<file path="config.mk">
export PLATFORM = sky130hd
export DESIGN_NAME = mmio_bridge
export DESIGN_NICKNAME = d
export VERILOG_FILES = /design/src/rtl/mmio_bridge.sv
export SDC_FILE = /design/constraint.sdc
export NUM_CORES = 1
export LEC_CHECK = 0
export CAP_MARGIN = 20
export CORE_ASPECT_RATIO = 1.2
export CORE_MARGIN = 2
export CORE_UTILIZATION = 32
export CTS_CLUSTER_SIZE = 16
export DETAILED_ROUTE_END_ITERATION = 10
export PLACE_DENSITY = 0.65
export SETUP_SLACK_MARGIN = 0.15
export SLEW_MARGIN = 20
export SYNTH_ARGS = -nofsm -noshare
export SYNTH_HDL_FRONTEND = slang
export SYNTH_SLANG_ARGS = --single-unit
</file>
<file path="constraint.sdc">
create_clock -name clk -period 3.75 [get_ports clk]
set_input_delay 0.375 -clock clk [delete_from_list [all_inputs] [get_ports clk]]
set_output_delay 0.375 -clock clk [all_outputs]
set_load 0.01 [all_outputs]
</file>
<file path="src/rtl/mmio_bridge.sv">
// Data-side bridge from the EX_DM stage to internal data memory or NUM_CH external
// peripheral channels, with ready handshake, pipeline stall, timeout and a sticky bus error.
module mmio_bridge #(
    parameter int DATA_W  = 16,
    parameter int ADDR_W  = 16,
    parameter int NUM_CH  = 4,
    parameter int CH_BITS = 2,
    parameter int TIMEOUT = 15
) (
    input  logic                     clk,
    input  logic                     rst_n,
    input  logic [ADDR_W-1:0]        cpu_addr,
    input  logic [DATA_W-1:0]        cpu_wdata,
    input  logic                     cpu_we,
    input  logic                     cpu_re,
    output logic [DATA_W-1:0]        cpu_rdata,
    output logic                     cpu_stall,
    output logic                     dm_we,
    output logic                     dm_re,
    input  logic [DATA_W-1:0]        dm_rdata,
    output logic [ADDR_W-1:0]        ext_addr,
    output logic [DATA_W-1:0]        ext_wdata,
    output logic [NUM_CH-1:0]        ext_we,
    output logic [NUM_CH-1:0]        ext_re,
    input  logic [NUM_CH*DATA_W-1:0] ext_rdata,
    input  logic [NUM_CH-1:0]        ext_rdy,
    input  logic                     err_clr,
    output logic                     bus_err,
    output logic [ADDR_W-1:0]        err_addr
);

    localparam int CNT_W = (TIMEOUT > 1) ? $clog2(TIMEOUT) : 1;

    typedef enum logic [1:0] {
        ST_IDLE = 2'd0,
        ST_WAIT = 2'd1,
        ST_DONE = 2'd2
    } state_t;

    state_t              state_r;
    state_t              state_nxt_s;

    logic                req_s;
    logic                int_s;
    logic                ext_s;
    logic                hole_s;
    logic [CH_BITS-1:0]  ch_s;
    logic                ch_ok_s;
    logic [NUM_CH-1:0]   onehot_s;
    logic [DATA_W-1:0]   sel_rdata_s;
    logic                sel_rdy_s;
    logic                cnt_last_s;
    logic                err_evt_s;
    logic [ADDR_W-1:0]   err_addr_new_s;

    logic [CH_BITS-1:0]  ch_r;
    logic                dir_we_r;
    logic [CNT_W-1:0]    cnt_r;
    logic [DATA_W-1:0]   cap_r;
    logic [ADDR_W-1:0]   ext_addr_r;
    logic [DATA_W-1:0]   ext_wdata_r;
    logic [NUM_CH-1:0]   ext_we_r;
    logic [NUM_CH-1:0]   ext_re_r;
    logic                bus_err_r;
    logic [ADDR_W-1:0]   err_addr_r;

    assign req_s      = cpu_we | cpu_re;
    assign int_s      = (cpu_addr[ADDR_W-1 -: 4] == 4'b0000);
    assign ext_s      = (cpu_addr[ADDR_W-1 -: 2] == 2'b11);
    assign hole_s     = ~int_s & ~ext_s;
    assign ch_s       = cpu_addr[ADDR_W-3 -: CH_BITS];
    assign ch_ok_s    = ({1'b0, ch_s} < (CH_BITS+1)'(NUM_CH));
    assign cnt_last_s = (cnt_r == CNT_W'(TIMEOUT - 1));

    // Channel muxing: strobe one-hot for the new request, data/ready of the latched channel
    always_comb begin
        onehot_s    = '0;
        sel_rdata_s = '0;
        sel_rdy_s   = 1'b0;
        for (int i = 0; i < NUM_CH; i++) begin
            onehot_s[i] = (ch_s == CH_BITS'(i));
            sel_rdata_s = sel_rdata_s
                        | (ext_rdata[i*DATA_W +: DATA_W] & {DATA_W{ch_r == CH_BITS'(i)}});
            sel_rdy_s   = sel_rdy_s | (ext_rdy[i] & (ch_r == CH_BITS'(i)));
        end
    end

    // FSM state register
    always_ff @(posedge clk or negedge rst_n) begin
        if (!rst_n) begin
            state_r <= ST_IDLE;
        end else begin
            state_r <= state_nxt_s;
        end
    end

    // FSM next-state logic
    always_comb begin
        state_nxt_s = ST_IDLE;
        case (state_r)
            ST_IDLE: begin
                if (ext_s && req_s) begin
                    state_nxt_s = ch_ok_s ? ST_WAIT : ST_DONE;
                end else begin
                    state_nxt_s = ST_IDLE;
                end
            end
            ST_WAIT: begin
                if (sel_rdy_s || cnt_last_s) begin
                    state_nxt_s = ST_DONE;
                end else begin
                    state_nxt_s = ST_WAIT;
                end
            end
            ST_DONE: state_nxt_s = ST_IDLE;
            default: state_nxt_s = ST_IDLE;
        endcase
    end

    // FSM outputs: stall, load-data mux and internal DM enables (DONE suppresses re-decode)
    always_comb begin
        cpu_stall = 1'b0;
        cpu_rdata = '0;
        dm_we     = 1'b0;
        dm_re     = 1'b0;
        case (state_r)
            ST_IDLE: begin
                cpu_stall = ext_s & req_s;
                dm_we     = cpu_we & int_s;
                dm_re     = cpu_re & int_s & ~cpu_we;
                if (int_s) begin
                    cpu_rdata = dm_rdata;
                end else begin
                    cpu_rdata = '0;
                end
            end
            ST_WAIT: cpu_stall = 1'b1;
            ST_DONE: cpu_rdata = cap_r;
            default: cpu_stall = 1'b0;
        endcase
    end

    // Error event decode: hole access, unpopulated channel, or handshake timeout
    always_comb begin
        err_evt_s      = 1'b0;
        err_addr_new_s = cpu_addr;
        if (state_r == ST_IDLE && req_s && (hole_s || (ext_s && !ch_ok_s))) begin
            err_evt_s      = 1'b1;
            err_addr_new_s = cpu_addr;
        end else if (state_r == ST_WAIT && !sel_rdy_s && cnt_last_s) begin
            err_evt_s      = 1'b1;
            err_addr_new_s = ext_addr_r;
        end else begin
            err_evt_s      = 1'b0;
            err_addr_new_s = cpu_addr;
        end
    end

    // Transaction datapath: latch request, drive strobes, count WAIT cycles, capture data
    always_ff @(posedge clk or negedge rst_n) begin
        if (!rst_n) begin
            ch_r        <= '0;
            dir_we_r    <= 1'b0;
            cnt_r       <= '0;
            cap_r       <= '0;
            ext_addr_r  <= '0;
            ext_wdata_r <= '0;
            ext_we_r    <= '0;
            ext_re_r    <= '0;
        end else begin
            case (state_r)
                ST_IDLE: begin
                    if (ext_s && req_s) begin
                        if (ch_ok_s) begin
                            ch_r        <= ch_s;
                            dir_we_r    <= cpu_we;
                            cnt_r       <= '0;
                            ext_addr_r  <= cpu_addr;
                            ext_wdata_r <= cpu_wdata;
                            ext_we_r    <= cpu_we ? onehot_s : '0;
                            ext_re_r    <= cpu_we ? '0 : onehot_s;
                        end else begin
                            cap_r <= '1;
                        end
                    end
                end
                ST_WAIT: begin
                    if (sel_rdy_s) begin
                        ext_we_r <= '0;
                        ext_re_r <= '0;
                        if (!dir_we_r) begin
                            cap_r <= sel_rdata_s;
                        end
                    end else if (cnt_last_s) begin
                        ext_we_r <= '0;
                        ext_re_r <= '0;
                        cap_r    <= '1;
                    end else begin
                        cnt_r <= cnt_r + CNT_W'(1);
                    end
                end
                default: begin
                    ext_we_r <= '0;
                    ext_re_r <= '0;
                end
            endcase
        end
    end

    // Sticky error flag; a new error on the same edge as err_clr wins and re-captures the address
    always_ff @(posedge clk or negedge rst_n) begin
        if (!rst_n) begin
            bus_err_r  <= 1'b0;
            err_addr_r <= '0;
        end else if (err_evt_s) begin
            bus_err_r <= 1'b1;
            if (!bus_err_r || err_clr) begin
                err_addr_r <= err_addr_new_s;
            end
        end else if (err_clr) begin
            bus_err_r  <= 1'b0;
            err_addr_r <= '0;
        end
    end

    assign ext_addr  = ext_addr_r;
    assign ext_wdata = ext_wdata_r;
    assign ext_we    = ext_we_r;
    assign ext_re    = ext_re_r;
    assign bus_err   = bus_err_r;
    assign err_addr  = err_addr_r;

endmodule

</file>
==> impl_metrics.ini <==
[logic_synthesis]
synth_nets = 503
async_reset_ff_frac = 1.000
yosysUniqueCellTypes = 40
synth-edff-count = 0
syn_area_per_cell_um2 = 10.82
synth-main-ff-cell = dfrtp_1
ys_seq_area_frac = 0.4868
synth_warnings = 0
synthCells = 380
ys_seq_elements = 80
netlist_area_um2 = 4113

[cts]
clock_sinks = 80
cts_made_buffers = 9
cts_hold_buffers = 0
clk_pin_slew_worst_paths_ns = 0.06
clock_path_buffers = 2
clk_latency_ns = 0.33
cts_root_buf = clkbuf_16
cts-htree-levels = 3
post_cts_resized = 0
cts_setup_buffers = 0
cts_tree = yes

[placed_design]
dpl_cell_area_um2 = 6216
pre_cts_ws_ns = 0.5812
place.detailed.hpwl_mm = 9.761
gp_congestion = 0.9021
placed_cells = 721
portBuffers = 196

[worst_hold_path]
hold_path.class = in2async

[timing]
setup_tns_ns = 0
max_freq_mhz = 316.8
finalHoldViolations = 0
setup-violations-final = 0
finClkSkew_ns = 0.006930
maxSlewHeadroom = 0.4976
min_period_ns = 3.156
finalCritPeriodShare = 0.8416
rsz0062_at_grt = false
tightest_slew_ns = 0.7518
finalWorstSetupSlack_ns = 0.5939
report.final.slew_viol_count = 0

[global_routing]
grt_use_total = 0.1888
overflow = 0
grt_max_degree = 81
grt_pass1_wl_mm = 20.28
antenna_found_initial = 0
grt_pass1_vias = 3815

[pwr]
power_density_nw_per_um2 = 699.8
internal_power_mw = 2.994
combPwrFrac = 0.455
power.share.clock = 0.217
power_leakage_nw = 2.810
pwr-share-seq = 0.329
ir_worst_vdd_v = 0.0003168
p_sw_frac = 0.3475
p_sw_mw = 1.595

[setup_path]
r2r_slack_ns = 1.43
path_max_fanout = 17
critPathCaptureType = output port
cp_num_buf_inv = 3
crit_slowest_cell = clkdlybuf4s50_1
start_kind = input port
path_class = in2out
crit_required_ns = 3.38
slowest_delay_ns = 0.56
crit_family = buffers and inverters
cp_common_cell = clkdlybuf4s50_1
cp.arrival_ns = 2.78
crit_path_cell_trace = clkdlybuf4s50_1 > nor4_2 > buf_4 > and2_1 > and3_1 > clkdlybuf4s50_1

[die]
ios = 197
die_w_um = 107.5
die_h_um = 128.2
fp.dieArea_um2 = 13780
core-area_um2 = 12610
initial_core_util = 0.3261
rows = 45

[cells_and_area]
fillers = 1169
regArea_um2 = 2002
nNetsFinal = 691
fin_util = 0.5199
drive_gt1_frac = 0.08377
multiInputGateArea_um2 = 1914
diodes = 0
fin_area_um2 = 6558
finalNonFillerCells = 737
area_growth_pct = 59.45

[route]
finalWirelength_mm = 13.09
wl_per_cell_um = 17.77
vias = 3750
initialDrtViolationCount = 181
drc = 0
post_drt_via_cell_ratio = 5.088
ant_nets = 0
dr.pass1.iters = 4

[run_status]
outcome = finished clean

[job]
maxCapViolCount = 0
[Yosys cell counts, drive strengths merged, types with 5 or more instances]
cell type | instances | area (um2)
nand2 | 95 | 356.6
dfrtp | 80 | 2002
a22o | 21 | 183.9
inv | 18 | 67.56
a21oi | 17 | 88.84
mux4 | 17 | 405.4
nor4b | 17 | 163.9
clkbuf | 16 | 61.30
o2bb2ai | 16 | 140.1
mux2i | 14 | 140.1
nor2 | 14 | 52.55
buf | 12 | 72.57
nand3 | 5 | 25.02
[state kept, by name, indices dropped and copies added, names as in the netlist]
register   count
err_addr      16
ch_r           1
state_r        2
cnt_r          4
bus_err        1
ext_addr      15
cap_r         16
ext_wdata     16
ext_we         4
dir_we_r       1
ext_re         4
[cells in the final DEF, fill, tap and decap left out, types with 5 or more instances in the layout]
cell / netlist / layout
mux4_2: 11 / 11
clkdlybuf4s50_1: 0 / 195
nand2_1: 95 / 95
buf_4: 1 / 9
nand3_1: 5 / 5
nor4b_1: 16 / 16
o2bb2ai_1: 16 / 16
a21oi_1: 16 / 16
clkbuf_16: 0 / 9
dfrtp_1: 80 / 80
mux4_1: 6 / 6
nor2_1: 14 / 14
inv_1: 18 / 18
a22o_1: 21 / 21
mux2i_1: 14 / 14
[power by group through the flow]
stage | registers (mW) | logic (mW) | clock network [mW]
after global routing | 1.55 | 2.27 | 1.06
after CTS | 1.51 | 2.11 | 1.01
after detailed placement | 1.52 | 2.11 | 0
final | 1.51 | 2.09 | 0.994
after floorplan | 1.53 | 1.03 | 0
after global placement | 1.51 | 2.07 | 0
[layer usage]
layer / up-vias / global-route usage / share of wire
met5: - / 0 / 0
met4: 0 / 0.07014 / 0.026
met3: 24 / 0.06965 / 0.099
met2: 167 / 0.3230 / 0.49
met1: 1824 / 0.2146 / 0.38
li1: 1735 / - / -
[cell families after synthesis]
logic type                 share of synthesized area
AOI/OAI and AO/OA                             0.1238
xor gates and xnor gates                    0.004260
adders and majority gates                   0.006084
buffers and inverters                        0.04898
DFF                                           0.4868
muxes                                         0.1381
and+or+nand+nor                               0.1920
[worst paths after layout]
kind	from	endpoint	cells past startpoint
min in group clk	ext_wdata[0]$_DFFE_PN0P_	ext_wdata[0]$_DFFE_PN0P_	2
hold reg to reg	ext_wdata[0]$_DFFE_PN0P_	ext_wdata[0]$_DFFE_PN0P_	2
setup reg to reg	state_r[1]$_DFF_PN0_	cap_r[11]$_DFFE_PN0P_	5
max in group asynchronous	rst_n	ext_wdata[5]$_DFFE_PN0P_	1
setup / recovery	cpu_addr[13]	dm_re	6
hold / removal	rst_n	cap_r[1]$_DFFE_PN0P_	1
[stage by stage]
step | hold slack, ns | power (mW)
2_1_floorplan | 0.07941 | 2.565
3_5_place_dp | 0.4708 | 3.620
3_3_place_gp | 0.4575 | 3.581
6_report | 0.07253 | 4.589
4_1_cts | 0.2606 | 4.638
5_1_grt | 0.1386 | 4.881
[layout make-up]
| cell class | instances | area share |
|---|---|---|
| tap | 164 | 0.03129 |
| timing repair buffer | 205 | 0.3097 |
| sequential | 80 | 0.3053 |
| inverter | 18 | 0.01030 |
| multi-input combinational | 254 | 0.2919 |
| clock inverter | 5 | 0.01603 |
| clock buffer | 11 | 0.03549 |
Power figures use the tool's default switching activity.
